`config.mk`:
```
export PLATFORM = sky130hd
export DESIGN_NAME = hazard_ctrl_flat
export DESIGN_NICKNAME = d
export VERILOG_FILES = /design/src/rtl/hazard_ctrl_if.sv /design/src/rtl/hazard_ctrl.sv /design/src/flat_wrapper.sv
export SDC_FILE = /design/constraint.sdc
export NUM_CORES = 1
export LEC_CHECK = 0
export BUFFER_PORTS_ARGS = -buffer_cell sky130_fd_sc_hd__buf_4
export CORE_UTILIZATION = 54
export DETAILED_ROUTE_END_ITERATION = 7
export GPL_TIMING_DRIVEN = 0
export PLACE_DENSITY = 0.88
export SYNTH_ARGS = -nofsm -noshare
export SYNTH_HDL_FRONTEND = slang
export SYNTH_SLANG_ARGS = --single-unit
```
`constraint.sdc`:
```
create_clock -name clk -period 2.6 [get_ports clk]
set_clock_uncertainty 0.05 [all_clocks]
set_input_delay 0.13 -clock clk [delete_from_list [all_inputs] [get_ports clk]]
set_output_delay 0.13 -clock clk [all_outputs]
set_load 0.05 [all_outputs]
```
`src/rtl/hazard_ctrl_if.sv`:
```
// rtl/hazard_ctrl_if.sv - pipeline hazard signal bundle between datapath and hazard controller
interface hazard_ctrl_if #(
    parameter int CNT_WIDTH = 32
);
    logic [4:0]           id_rs1_i;
    logic [4:0]           id_rs2_i;
    logic                 id_uses_rs1_i;
    logic                 id_uses_rs2_i;
    logic [4:0]           ex_rd_i;
    logic                 ex_mem_read_i;
    logic                 ex_branch_taken_i;
    logic                 mem_busy_i;
    logic                 cnt_clr_i;
    logic                 pc_en_o;
    logic                 q1q2_en_o;
    logic                 q2q3_en_o;
    logic                 q1q2_flush_o;
    logic                 q2q3_flush_o;
    logic [1:0]           state_o;
    logic [CNT_WIDTH-1:0] stall_cnt_o;
    logic [CNT_WIDTH-1:0] flush_cnt_o;

    modport master (
        output id_rs1_i, id_rs2_i, id_uses_rs1_i, id_uses_rs2_i, ex_rd_i,
               ex_mem_read_i, ex_branch_taken_i, mem_busy_i, cnt_clr_i,
        input  pc_en_o, q1q2_en_o, q2q3_en_o, q1q2_flush_o, q2q3_flush_o,
               state_o, stall_cnt_o, flush_cnt_o
    );

    modport slave (
        input  id_rs1_i, id_rs2_i, id_uses_rs1_i, id_uses_rs2_i, ex_rd_i,
               ex_mem_read_i, ex_branch_taken_i, mem_busy_i, cnt_clr_i,
        output pc_en_o, q1q2_en_o, q2q3_en_o, q1q2_flush_o, q2q3_flush_o,
               state_o, stall_cnt_o, flush_cnt_o
    );
endinterface

```
`src/rtl/hazard_ctrl.sv`:
```
// rtl/hazard_ctrl.sv - 3-stage pipeline stall/flush controller with performance counters
module hazard_ctrl #(
    parameter int BRANCH_PENALTY = 2,
    parameter int CNT_WIDTH      = 32
) (
    input  logic         clk,
    input  logic         rst,
    hazard_ctrl_if.slave hz
);
    typedef enum logic [1:0] {
        RUN      = 2'd0,
        MEM_WAIT = 2'd1,
        FLUSH    = 2'd2
    } state_t;

    state_t               state, state_n;
    logic [3:0]           flush_left, flush_left_n;
    logic                 flush_pend, flush_pend_n;
    logic [CNT_WIDTH-1:0] stall_cnt, flush_cnt;

    logic load_use;
    logic branch_req;
    logic pc_en, q1q2_en, q2q3_en, q1q2_flush, q2q3_flush;

    assign load_use = hz.ex_mem_read_i && (hz.ex_rd_i != 5'd0) &&
                      ((hz.id_uses_rs1_i && (hz.id_rs1_i == hz.ex_rd_i)) ||
                       (hz.id_uses_rs2_i && (hz.id_rs2_i == hz.ex_rd_i)));

    // A branch seen while memory was stalled is replayed once memory frees up.
    assign branch_req = hz.ex_branch_taken_i || ((state == MEM_WAIT) && flush_pend);

    always_ff @(posedge clk) begin
        if (rst) begin
            state      <= RUN;
            flush_left <= 4'd0;
            flush_pend <= 1'b0;
        end else begin
            state      <= state_n;
            flush_left <= flush_left_n;
            flush_pend <= flush_pend_n;
        end
    end

    always_comb begin
        state_n      = state;
        flush_left_n = flush_left;
        flush_pend_n = flush_pend;
        case (state)
            RUN, MEM_WAIT: begin
                if (hz.mem_busy_i) begin
                    state_n      = MEM_WAIT;
                    flush_pend_n = (state == MEM_WAIT) ? (flush_pend || hz.ex_branch_taken_i)
                                                       : hz.ex_branch_taken_i;
                end else begin
                    flush_pend_n = 1'b0;
                    state_n      = RUN;
                    if (branch_req && (BRANCH_PENALTY > 1)) begin
                        state_n      = FLUSH;
                        flush_left_n = 4'(BRANCH_PENALTY - 1);
                    end
                end
            end
            FLUSH: begin
                if (!hz.mem_busy_i) begin
                    flush_left_n = flush_left - 4'd1;
                    if (flush_left <= 4'd1) begin
                        state_n = RUN;
                    end
                end
            end
            default: begin
                state_n      = RUN;
                flush_left_n = 4'd0;
                flush_pend_n = 1'b0;
            end
        endcase
    end

    always_comb begin
        pc_en      = 1'b0;
        q1q2_en    = 1'b0;
        q2q3_en    = 1'b0;
        q1q2_flush = 1'b0;
        q2q3_flush = 1'b0;
        if (!rst) begin
            case (state)
                RUN, MEM_WAIT: begin
                    if (!hz.mem_busy_i) begin
                        if (branch_req) begin
                            {pc_en, q1q2_en, q2q3_en, q1q2_flush, q2q3_flush} = 5'b11111;
                        end else if (load_use) begin
                            q2q3_en    = 1'b1;
                            q2q3_flush = 1'b1;
                        end else begin
                            {pc_en, q1q2_en, q2q3_en} = 3'b111;
                        end
                    end
                end
                FLUSH: begin
                    if (!hz.mem_busy_i) begin
                        {pc_en, q1q2_en, q2q3_en, q1q2_flush, q2q3_flush} = 5'b11111;
                    end
                end
                default: ;
            endcase
        end
    end

    // Clear beats increment; counters stick at all-ones.
    always_ff @(posedge clk) begin
        if (rst || hz.cnt_clr_i) begin
            stall_cnt <= '0;
            flush_cnt <= '0;
        end else begin
            if (!pc_en && (stall_cnt != {CNT_WIDTH{1'b1}})) begin
                stall_cnt <= stall_cnt + 1'b1;
            end
            if (q1q2_flush && (flush_cnt != {CNT_WIDTH{1'b1}})) begin
                flush_cnt <= flush_cnt + 1'b1;
            end
        end
    end

    assign hz.pc_en_o      = pc_en;
    assign hz.q1q2_en_o    = q1q2_en;
    assign hz.q2q3_en_o    = q2q3_en;
    assign hz.q1q2_flush_o = q1q2_flush;
    assign hz.q2q3_flush_o = q2q3_flush;
    assign hz.state_o      = rst ? RUN : state;
    assign hz.stall_cnt_o  = rst ? '0 : stall_cnt;
    assign hz.flush_cnt_o  = rst ? '0 : flush_cnt;
endmodule

```
`src/flat_wrapper.sv`:
```
// flat-port wrapper written by rule: the top's interface ports become plain ports
module hazard_ctrl_flat 
#(
    parameter int BRANCH_PENALTY = 2,
    parameter int CNT_WIDTH      = 32
)
  (clk, rst, hz_id_rs1_i, hz_id_rs2_i, hz_id_uses_rs1_i, hz_id_uses_rs2_i, hz_ex_rd_i, hz_ex_mem_read_i, hz_ex_branch_taken_i, hz_mem_busy_i, hz_cnt_clr_i, hz_pc_en_o, hz_q1q2_en_o, hz_q2q3_en_o, hz_q1q2_flush_o, hz_q2q3_flush_o, hz_state_o, hz_stall_cnt_o, hz_flush_cnt_o);
  hazard_ctrl_if #(.CNT_WIDTH(CNT_WIDTH)) hz_i ();
  input  logic clk;
  input  logic rst;
  input wire logic [$bits(hz_i.id_rs1_i)-1:0] hz_id_rs1_i;
  input wire logic [$bits(hz_i.id_rs2_i)-1:0] hz_id_rs2_i;
  input wire logic [$bits(hz_i.id_uses_rs1_i)-1:0] hz_id_uses_rs1_i;
  input wire logic [$bits(hz_i.id_uses_rs2_i)-1:0] hz_id_uses_rs2_i;
  input wire logic [$bits(hz_i.ex_rd_i)-1:0] hz_ex_rd_i;
  input wire logic [$bits(hz_i.ex_mem_read_i)-1:0] hz_ex_mem_read_i;
  input wire logic [$bits(hz_i.ex_branch_taken_i)-1:0] hz_ex_branch_taken_i;
  input wire logic [$bits(hz_i.mem_busy_i)-1:0] hz_mem_busy_i;
  input wire logic [$bits(hz_i.cnt_clr_i)-1:0] hz_cnt_clr_i;
  output wire logic [$bits(hz_i.pc_en_o)-1:0] hz_pc_en_o;
  output wire logic [$bits(hz_i.q1q2_en_o)-1:0] hz_q1q2_en_o;
  output wire logic [$bits(hz_i.q2q3_en_o)-1:0] hz_q2q3_en_o;
  output wire logic [$bits(hz_i.q1q2_flush_o)-1:0] hz_q1q2_flush_o;
  output wire logic [$bits(hz_i.q2q3_flush_o)-1:0] hz_q2q3_flush_o;
  output wire logic [$bits(hz_i.state_o)-1:0] hz_state_o;
  output wire logic [$bits(hz_i.stall_cnt_o)-1:0] hz_stall_cnt_o;
  output wire logic [$bits(hz_i.flush_cnt_o)-1:0] hz_flush_cnt_o;
  assign hz_i.id_rs1_i = hz_id_rs1_i;
  assign hz_i.id_rs2_i = hz_id_rs2_i;
  assign hz_i.id_uses_rs1_i = hz_id_uses_rs1_i;
  assign hz_i.id_uses_rs2_i = hz_id_uses_rs2_i;
  assign hz_i.ex_rd_i = hz_ex_rd_i;
  assign hz_i.ex_mem_read_i = hz_ex_mem_read_i;
  assign hz_i.ex_branch_taken_i = hz_ex_branch_taken_i;
  assign hz_i.mem_busy_i = hz_mem_busy_i;
  assign hz_i.cnt_clr_i = hz_cnt_clr_i;
  assign hz_pc_en_o = hz_i.pc_en_o;
  assign hz_q1q2_en_o = hz_i.q1q2_en_o;
  assign hz_q2q3_en_o = hz_i.q2q3_en_o;
  assign hz_q1q2_flush_o = hz_i.q1q2_flush_o;
  assign hz_q2q3_flush_o = hz_i.q2q3_flush_o;
  assign hz_state_o = hz_i.state_o;
  assign hz_stall_cnt_o = hz_i.stall_cnt_o;
  assign hz_flush_cnt_o = hz_i.flush_cnt_o;
  hazard_ctrl #(.BRANCH_PENALTY(BRANCH_PENALTY), .CNT_WIDTH(CNT_WIDTH)) u_core (.clk(clk), .rst(rst), .hz(hz_i));
endmodule
```
==> flow_metrics.py, run 1 <==
metrics = {
    "die": {
        "rows": 31,
        "initial_core_util": 0.563,
        "io_pins": 94,
        "die_area_um2": 7960,
        "die_w_um": 89.2,
        "core_area_um2": 7290,
        "die_h_um": 89.2,
    },
    "placed_design": {
        "dp_hpwl_um": 7870,
        "gp_congestion": 0.821,
        "dp_slack_ns": 0.216,
        "port_buffers": 92,
    },
    "critical_path": {
        "cp_max_fo": 10,
        "crit_path_end_kind": "register",
        "critical_path_arrival_ns": 2.57,
        "cp.required_ns": 2.78,
        "crit_type": "register to register",
        "critical_path.startpoint_type": "register",
        "r2r_cells": 9,
    },
    "global_routing": {
        "overflow": 0,
        "grt_pass1_vias": 3976,
        "antenna_found_initial": 0,
        "grt_max_degree": 11,
        "grt_usage": 0.296,
        "grt_pass1_wl_um": 18100,
    },
    "synth": {
        "ys_seq_area_frac": 0.346,
        "syn-num-nets": 543,
        "synthCells": 516,
        "ys_types": 51,
        "ys_seq_elements": 71,
        "synth_edf_count": 0,
        "synthArstFlopShare": 0,
        "synth_top_flop_cell": "dfxtp_1",
        "syn_area_um2": 4110,
        "ys_warn_count": 0,
        "syn_area_per_cell_um2": 7.96,
    },
    "sta": {
        "final.setup.tns_ns": 0,
        "slew_headroom": 0.550,
        "finalCritPeriodShare": 0.920,
        "timing.final.hold_violations": 0,
        "rsz0062_at_grt": "no",
        "tightest_slew_ns": 0.676,
        "fmax_mhz": 418,
        "setup_viol": 0,
        "slew_violations": 0,
        "fin_hold_ws_ns": 0.0262,
        "period_needed_ns": 2.39,
        "fin_ws_ns": 0.208,
    },
    "hold_path": {
        "hold_path.class": "input pin to register",
        "min_path_cells": 3,
    },
    "status": {
        "status": "finished, final reports clean",
    },
    "cells_and_area": {
        "final_common_cell": "buf_4",
        "layout-drive-gt1-share": 0.203,
        "final_nets": 646,
        "mostFrequentLayoutCells": "buf_4, dfxtp_1, nor2b_1",
        "fillCellCount": 606,
        "areaGrowthSynthToFinish_pct": 23.7,
        "antenna_cells": 0,
    },
    "routing": {
        "dr.first_iter.drc_count": 223,
        "wirelength_um": 11000,
        "vias": 4203,
        "viasPerCell": 5.84,
        "wl_per_cell_um": 15.2,
        "ant_nets": 0,
        "drcViolationCount": 0,
        "first_pass_iters": 5,
    },
    "clock_network": {
        "htree_levels": 3,
        "clk_latency_ns": 0.35,
        "cts-root-buf": "clkbuf_8",
        "cts_tree": "built",
        "hold_buffers": 0,
        "cts_made_buffers": 9,
        "clockBufferDepth": 2,
        "cts_sinks": 71,
        "clkTransAtPathRegs_ns": 0.07,
    },
    "power_and_ir_drop": {
        "power_leakage_nw": 1.89,
        "power.density_nw_per_um2": 411,
        "vdd_drop_max_mv": 0.395,
    },
    "flow_run": {
        "max_cap_violations": 0,
    },
}
==> path summary, 6_finish.rpt <==
| check | start | to | slack (ns) |
|---|---|---|---|
| worst max-delay path | u_core.stall_cnt[0]$_SDFFE_PP0P_ | u_core.stall_cnt[1]$_SDFFE_PP0P_ | 0.21 |
| worst min-delay path | hz_ex_branch_taken_i | u_core.flush_pend$_SDFFE_PP0N_ | 0.03 |
| worst max register to register | u_core.stall_cnt[0]$_SDFFE_PP0P_ | u_core.stall_cnt[1]$_SDFFE_PP0P_ | 0.21 |
| worst min register to register | u_core.flush_cnt[1]$_SDFFE_PP0P_ | u_core.flush_cnt[1]$_SDFFE_PP0P_ | 0.45 |
==> cells in the mapped netlist (2+ instances only) <==
cell type / count / area [um^2]
o21ai_0: 11 / 55.1
nand2_1: 29 / 109
o22ai_1: 2 / 12.5
inv_1: 8 / 30.0
buf_4: 2 / 15.0
a31oi_1: 2 / 12.5
a211o_1: 2 / 17.5
or4_1: 9 / 67.6
o211ai_1: 3 / 22.5
mux2i_1: 2 / 20.0
nor2b_1: 62 / 388
clkbuf_1: 20 / 75.1
nor2_1: 61 / 229
nand3_1: 34 / 170
a21oi_1: 29 / 145
nand3_2: 3 / 30.0
ha_1: 4 / 50.1
nor3_2: 2 / 20.0
nor4_1: 4 / 25.0
xor2_1: 33 / 289
buf_6: 2 / 22.5
a22oi_1: 2 / 15.0
nor3_1: 6 / 30.0
nand4_2: 2 / 25.0
and4_1: 4 / 35.0
and3_1: 11 / 68.8
nor4_2: 2 / 25.0
o21a_1: 2 / 15.0
xnor2_1: 13 / 114
o21ai_1: 12 / 60.1
or3_1: 20 / 125
o31ai_1: 4 / 30.0
dfxtp_1: 71 / 1420
nand4_1: 26 / 163
==> critical path, stage by stage, from the launching register on <==
cell and delay, ns:
dfxtp_1 0.48, ha_1 0.28, nand2_1 0.10, nor4_2 0.41, nand3_1 0.19, nand3_2 0.17
buf_4 0.19, buf_6 0.16, mux2i_1 0.18, nor2_1 0.05
==> power by group <==
part	switching, mW	internal [mW]	total, mW
Combinational	0.143	0.0831	0.226
Sequential	0.0133	1.10	1.11
Clock	0.396	0.357	0.754
Total	0.553	1.54	2.09
==> per-layer routing <==
metal	vias up	GRT usage	wire (um)
met5	-	0	0
met4	0	0.147	307
met3	31	0.0489	649
met2	170	0.509	5460
met1	1983	0.358	4540
li1	2019	-	-
==> stage by stage <==
step	total power, mW	util	instance area [um^2]	std cells
4_1_cts	2.09	0.696	5070	720
6_report	2.09	0.697	5080	720
2_1_floorplan	1.28	-	4110	516
5_1_grt	2.17	0.697	5080	720
3_5_place_dp	1.36	0.675	4920	707
3_3_place_gp	1.35	0.675	4920	707
==> state kept, by name (all words and copies together), names as in the netlist <==
name and count:
u_core.flush_left 4, u_core.flush_pend 1, u_core.flush_cnt 32, u_core.stall_cnt 32, u_core.state 2
==> layout make-up <==
class | instances | area (um^2) | share of cell area
buffer | 25 | 118 | 0.0232
clock buffer | 12 | 145 | 0.0286
clock inverter | 1 | 7.51 | 0.00148
inverter | 9 | 33.8 | 0.00665
multi-input combinational | 411 | 2540 | 0.500
sequential | 71 | 1420 | 0.280
tap | 99 | 124 | 0.0244
timing repair buffer | 92 | 691 | 0.136
==> logic make-up (layout without fill, tap and decap cells) <==
logic type / count (synthesis) / count (layout) / share of synthesized area
and+or+nand+nor: 282 / 282 / 0.384
AOI/OAI and AO/OA: 76 / 76 / 0.115
DFF: 71 / 71 / 0.346
xor gates and xnor gates: 46 / 46 / 0.0981
buffers and inverters: 34 / 139 / 0.0369
adders and majority gates: 4 / 4 / 0.0122
muxes: 3 / 3 / 0.00762
==> what timing repair did <==
item | 4_1_cts | 5_1_grt
gates resized for setup | 0 | 1
buffers inserted | 0 | 0
setup endpoints to repair | 0 | 20
No activity file was read; power rests on OpenSTA's default activity.
==> run 2: changes to the inputs <==
Settings changed: CORE_UTILIZATION 54 to 35, PLACE_DENSITY 0.88 to 0.64.
Clock period 2.6 ns to 2.4 ns, I/O delays scaled along.
==> run 2 against run 1 <==
- combinational power grew 8%
- sequential share of layout area shrank 1.4 points
- design area increased by 5.6%
- non-clock buffer count is 1 higher
- register-to-register slack worse by 0.06 ns
- critical path depth fell by 2
- fmax grew 6.2%
- die area up 53%
- critical endpoint is now u_core.stall_cnt[28]$_SDFFE_PP0P_
- largest power group is now clock
==> flow_metrics.py, run 2 (same netlist as run 1, synthesis figures left out) <==
metrics = {
    "status": {
        "status": "finished, final reports clean",
    },
    "routing": {
        "drcViolationCount": 0,
        "ant_nets": 0,
        "first_pass_iters": 6,
        "wirelength_um": 11100,
        "wl_per_cell_um": 14.5,
        "viasPerCell": 5.33,
        "dr.first_iter.drc_count": 209,
        "vias": 4085,
    },
    "placed_design": {
        "dp_hpwl_um": 8040,
        "placed_cells": 751,
        "gp_congestion": 0.795,
        "port_buffers": 92,
    },
    "die": {
        "die_h_um": 110,
        "die_w_um": 110,
        "core_area_um2": 11400,
        "initial_core_util": 0.360,
        "io_pins": 94,
        "rows": 39,
        "die_area_um2": 12200,
    },
    "sta": {
        "period_needed_ns": 2.25,
        "setup_viol": 0,
        "slew_violations": 0,
        "finalCritPeriodShare": 0.938,
        "tightest_slew_ns": 0.756,
        "slew_headroom": 0.496,
        "rsz0062_at_grt": "no",
        "fmax_mhz": 444,
        "timing.final.hold_violations": 0,
    },
    "global_routing": {
        "overflow": 0,
        "grt_max_degree": 13,
        "grt_pass1_vias": 3899,
        "grt_usage": 0.192,
        "antenna_found_initial": 0,
        "grt_pass1_wl_um": 18500,
    },
    "hold_path": {
        "hp-start": "hz_ex_branch_taken_i",
        "hold_path.class": "input pin to register",
        "min_path_cells": 3,
        "min_to": "u_core.flush_pend$_SDFFE_PP0N_",
    },
    "power_and_ir_drop": {
        "switching_share": 0.228,
        "pwr-share-seq": 0.406,
        "power.density_nw_per_um2": 553,
        "power_frac_clock": 0.512,
        "p_sw_mw": 0.677,
        "p_int_mw": 2.29,
        "power_leakage_nw": 2.04,
        "p_comb_frac": 0.082,
        "vdd_drop_max_mv": 0.385,
    },
    "clock_network": {
        "clkTransAtPathRegs_ns": 0.06,
        "hold_buffers": 0,
        "htree_levels": 3,
        "cts_made_buffers": 9,
        "cts_tree": "built",
        "cts-root-buf": "clkbuf_16",
        "clockBufferDepth": 2,
        "cts_sinks": 71,
        "clk_latency_ns": 0.33,
    },
    "cells_and_area": {
        "fillCellCount": 1122,
        "final_common_cell": "buf_4",
        "final_nets": 647,
        "fin_util": 0.470,
        "layout-drive-gt1-share": 0.215,
        "final_cells": 767,
        "mostFrequentLayoutCells": "buf_4, dfxtp_1, nor2b_1",
        "antenna_cells": 0,
        "areaGrowthSynthToFinish_pct": 30.6,
        "top_regs": "u_core.flush_cnt (32), u_core.stall_cnt (32), u_core.flush_left (4)",
    },
    "critical_path": {
        "cp.required_ns": 2.60,
        "cp_max_fo": 6,
        "critical_path.startpoint_type": "register",
        "r2r_cells": 7,
        "crit_type": "register to register",
        "r2r-end": "u_core.stall_cnt[28]$_SDFFE_PP0P_",
        "crit_path_end_kind": "register",
        "r2r_start": "u_core.stall_cnt[0]$_SDFFE_PP0P_",
        "reg2reg_setup_slack_ns": 0.15,
        "critical_path_arrival_ns": 2.46,
    },
    "flow_run": {
        "max_cap_violations": 0,
    },
}
==> run 2: cell types whose count changed in the layout (fill, tap and decap cells not counted), moves of 3 or more <==
| cell | delta |
|---|---|
| clkbuf_8 | -10 |
| bufinv_16 | +3 |
| nor4_4 | +3 |
| clkbuf_16 | +9 |
| nor4_2 | -3 |
==> run 2: critical path, stage by stage (launching register included) <==
cell and delay (ns):
dfxtp_2 0.40, ha_2 0.23, nand2_1 0.10, or4_1 0.56, nor3_2 0.21, nand3_2 0.13, or3_1 0.34, a21oi_1 0.14
==> run 2: final cells by class <==
class / count / area [um^2] / area share
clock buffers: 9 / 225 / 0.0420
repair buffers: 93 / 698 / 0.130
inverters: 9 / 33.8 / 0.00630
plain buffers: 25 / 118 / 0.0219
well taps: 143 / 179 / 0.0334
flip-flops and latches: 71 / 1420 / 0.266
multi-input cells: 411 / 2570 / 0.480
clock inverters: 6 / 110 / 0.0205
==> run 2: power groups by stage <==
stage	Clock, mW	Sequential [mW]	Combinational [mW]
2_1_floorplan	0	1.23	0.159
3_3_place_gp	0	1.23	0.242
3_5_place_dp	0	1.23	0.244
4_1_cts	1.53	1.20	0.245
5_1_grt	1.59	1.20	0.268
6_report	1.52	1.20	0.244
==> run 2: layer usage <==
layer,share of wire,global-route usage
met2,0.47,0.315
met3,0.052,0.0329
met5,0,0
met1,0.46,0.251
met4,0.023,0.0761
==> run 2: worst max path at each step <==
stage	from	endpoint	slack, ns	depth (start not counted)
floorplan	u_core.stall_cnt[0]$_SDFFE_PP0P_	u_core.stall_cnt[26]$_SDFFE_PP0P_	0.26	7
global placement	u_core.flush_cnt[8]$_SDFFE_PP0P_	u_core.flush_cnt[11]$_SDFFE_PP0P_	-0.01	7
detailed placement	u_core.flush_cnt[8]$_SDFFE_PP0P_	u_core.flush_cnt[12]$_SDFFE_PP0P_	0.003	7
CTS	u_core.stall_cnt[0]$_SDFFE_PP0P_	u_core.stall_cnt[28]$_SDFFE_PP0P_	0.01	7
global route	u_core.stall_cnt[0]$_SDFFE_PP0P_	u_core.stall_cnt[1]$_SDFFE_PP0P_	0.002	9
finish	u_core.stall_cnt[0]$_SDFFE_PP0P_	u_core.stall_cnt[28]$_SDFFE_PP0P_	0.15	7
==> run 2: through the flow <==
step / hold slack, ns / power [mW] / cell area, um^2 / worst slack [ns] / TNS, ns
2_1_floorplan: 0.230 / 1.38 / 4110 / 0.264 / 0
3_3_place_gp: 0.354 / 1.47 / 4980 / -0.0130 / -0.0229
3_5_place_dp: 0.367 / 1.47 / 4980 / 0.00324 / 0
4_1_cts: 0.0316 / 2.98 / 5330 / 0.0126 / 0
5_1_grt: 0.0607 / 3.06 / 5360 / 0.00199 / 0
6_report: 0.0274 / 2.96 / 5360 / 0.148 / 0
==> run 2: what timing repair did <==
action	CTS	global route
endpoints found under the setup margin	11	32
setup buffers	0	1
pin swaps	0	1
gates resized for setup	2	6
==> run 3: changes to the inputs <==
--- a/config.mk
+++ b/config.mk
@@ -10,5 +10,4 @@
 export DETAILED_ROUTE_END_ITERATION = 7
 export GPL_TIMING_DRIVEN = 0
-export PLACE_DENSITY = 0.64
 export SYNTH_ARGS = -nofsm -noshare
 export SYNTH_HDL_FRONTEND = slang
==> constraint.sdc (replaced) <==
create_clock -name clk -period 2.4 [get_ports clk]
set_clock_uncertainty 0.05 [all_clocks]
set_input_delay 0.24 -clock clk [delete_from_list [all_inputs] [get_ports clk]]
set_output_delay 0.24 -clock clk [all_outputs]
set_load 0.05 [all_outputs]
==> run 3 against run 2 <==
- worst setup slack worse by 0.035 ns
- clock power down 13%
- die area unchanged
- register-to-register slack worse by 0.03 ns
- fmax down 1.5%
- final cell count up 0.26%
- sequential power about the same
- first-iteration DRC count down 37%
- design area down 0.47%
- wire length down 0.52%
==> flow_metrics.py, run 3 (same netlist as run 1, synthesis figures left out) <==
metrics = {
    "clock_network": {
        "cts-root-buf": "clkbuf_16",
        "cts_made_buffers": 9,
        "cts_tree": "built",
        "clk_latency_ns": 0.33,
        "clkTransAtPathRegs_ns": 0.06,
        "clockBufferDepth": 2,
        "cts_sinks": 71,
        "htree_levels": 3,
    },
    "cells_and_area": {
        "top_regs": "u_core.flush_cnt (32), u_core.stall_cnt (32), u_core.flush_left (4)",
        "mostFrequentLayoutCells": "buf_4, dfxtp_1, nor2b_1",
        "final_common_cell": "buf_4",
        "final_nets": 648,
        "fillCellCount": 1150,
        "antenna_cells": 0,
        "areaGrowthSynthToFinish_pct": 30.0,
        "final_cells": 769,
        "layout-drive-gt1-share": 0.219,
    },
    "die": {
        "initial_core_util": 0.360,
        "core_area_um2": 11400,
        "die_area_um2": 12200,
        "die_w_um": 110,
        "die_h_um": 110,
        "rows": 39,
        "io_pins": 94,
    },
    "global_routing": {
        "grt_max_degree": 12,
        "grt_pass1_wl_um": 17900,
        "grt_usage": 0.190,
        "antenna_found_initial": 0,
        "overflow": 0,
        "grt_pass1_vias": 3755,
    },
    "critical_path": {
        "critical_path.startpoint_type": "register",
        "slowest_stage": "or4_1",
        "cp_max_fo": 6,
        "crit_type": "register to register",
        "crit_path_end_kind": "register",
        "cp.required_ns": 2.62,
        "critPathBufInv": 0,
        "crit_chain": "ha_2 -> nand2_1 -> or4_1 -> nor3_2 -> nand3_2 -> or4_1 -> nand2_1",
        "critical_path_arrival_ns": 2.51,
        "max_stage_delay_ns": 0.58,
        "cp_top_family": "simple AND/OR/NAND/NOR gates",
    },
    "routing": {
        "wirelength_um": 11000,
        "first_pass_iters": 4,
        "viasPerCell": 5.24,
        "drcViolationCount": 0,
        "wl_per_cell_um": 14.4,
        "dr.first_iter.drc_count": 131,
        "ant_nets": 0,
        "vias": 4026,
    },
    "hold_path": {
        "hold_path.class": "input pin to register",
    },
    "placed_design": {
        "dp_slack_ns": 0.00329,
        "port_buffers": 92,
        "dp_hpwl_um": 8080,
        "placed_cells": 751,
        "gp_congestion": 0.793,
    },
    "power_and_ir_drop": {
        "power.density_nw_per_um2": 520,
        "power_leakage_nw": 2.03,
        "switching_share": 0.240,
        "vdd_drop_max_mv": 0.285,
        "p_int_mw": 2.11,
        "p_sw_mw": 0.666,
        "pwr-share-seq": 0.434,
        "p_comb_frac": 0.088,
        "power_frac_clock": 0.478,
    },
    "sta": {
        "period_needed_ns": 2.29,
        "tightest_slew_ns": 0.728,
        "finalCritPeriodShare": 0.953,
        "slew_violations": 0,
        "fmax_mhz": 437,
        "rsz0062_at_grt": "no",
        "setup_viol": 0,
        "slew_headroom": 0.515,
        "timing.final.hold_violations": 0,
        "fin_ws_ns": 0.113,
        "final.setup.tns_ns": 0,
    },
    "status": {
        "status": "finished, final reports clean",
    },
    "flow_run": {
        "max_cap_violations": 0,
    },
}
run 3: cell types whose count changed in the layout (fill, tap and decap cells not counted), moves of 2 or more:
cell and change:
bufinv_16 -2, clkinv_2 +2, clkinvlp_4 -2, clkbuf_1 +2
run 3: final timing paths:
path / from / endpoint / slack [ns] / cells after the start
worst max register to register: u_core.stall_cnt[1]$_SDFFE_PP0P_ / u_core.stall_cnt[26]$_SDFFE_PP0P_ / 0.11 / 7
worst max-delay path: u_core.stall_cnt[1]$_SDFFE_PP0P_ / u_core.stall_cnt[26]$_SDFFE_PP0P_ / 0.11 / 7
worst min register to register: u_core.flush_cnt[1]$_SDFFE_PP0P_ / u_core.flush_cnt[1]$_SDFFE_PP0P_ / 0.44 / 2
worst min-delay path: hz_ex_branch_taken_i / u_core.flush_pend$_SDFFE_PP0N_ / 0.16 / 3
run 3: metrics by stage:
| stage | instance area, um^2 | total power, mW | hold WS (ns) | util |
|---|---|---|---|---|
| 3_5_place_dp | 4980 | 1.47 | 0.434 | 0.436 |
| 6_report | 5340 | 2.77 | 0.161 | 0.467 |
| 3_3_place_gp | 4980 | 1.47 | 0.424 | 0.436 |
| 2_1_floorplan | 4110 | 1.38 | 0.350 | - |
| 4_1_cts | 5270 | 2.80 | 0.156 | 0.462 |
| 5_1_grt | 5340 | 2.88 | 0.191 | 0.467 |
run 3: worst reg2reg max path: cells and delay by family (launching register included):
kind / cells / cell delay (ns)
fa+ha+maj: 1 / 0.24
simple gates: 6 / 1.53
flops: 1 / 0.40
run 3: repair_timing:
item / CTS / global route
pin swaps: 0 / 2
hold buffers: 0 / 0
setup buffers: 0 / 2
hold endpoints to repair: 0 / 0
cloned: 0 / 0
endpoints found under the setup margin: 3 / 40
gates resized for setup: 1 / 11
run 3: cell type report:
type / count / area [um^2] / share of cell area
clock inverters: 4 / 45.0 / 0.00844
multi-input cells: 411 / 2580 / 0.484
flip-flops and latches: 71 / 1430 / 0.267
clock buffers: 12 / 246 / 0.0462
plain buffers: 25 / 118 / 0.0220
well taps: 143 / 179 / 0.0335
repair buffers: 94 / 706 / 0.132
inverters: 9 / 33.8 / 0.00633
run 3: per-layer routing:
layer | global-route usage | share of wire
met1 | 0.242 | 0.45
met2 | 0.312 | 0.47
met3 | 0.0317 | 0.054
met4 | 0.0855 | 0.021
met5 | 0 | 0
run 3: power groups by stage:
stage / Sequential [mW] / Combinational [mW] / Clock [mW]
2_1_floorplan: 1.23 / 0.159 / 0
3_3_place_gp: 1.23 / 0.241 / 0
3_5_place_dp: 1.23 / 0.245 / 0
4_1_cts: 1.20 / 0.246 / 1.35
5_1_grt: 1.20 / 0.267 / 1.41
6_report: 1.20 / 0.244 / 1.33
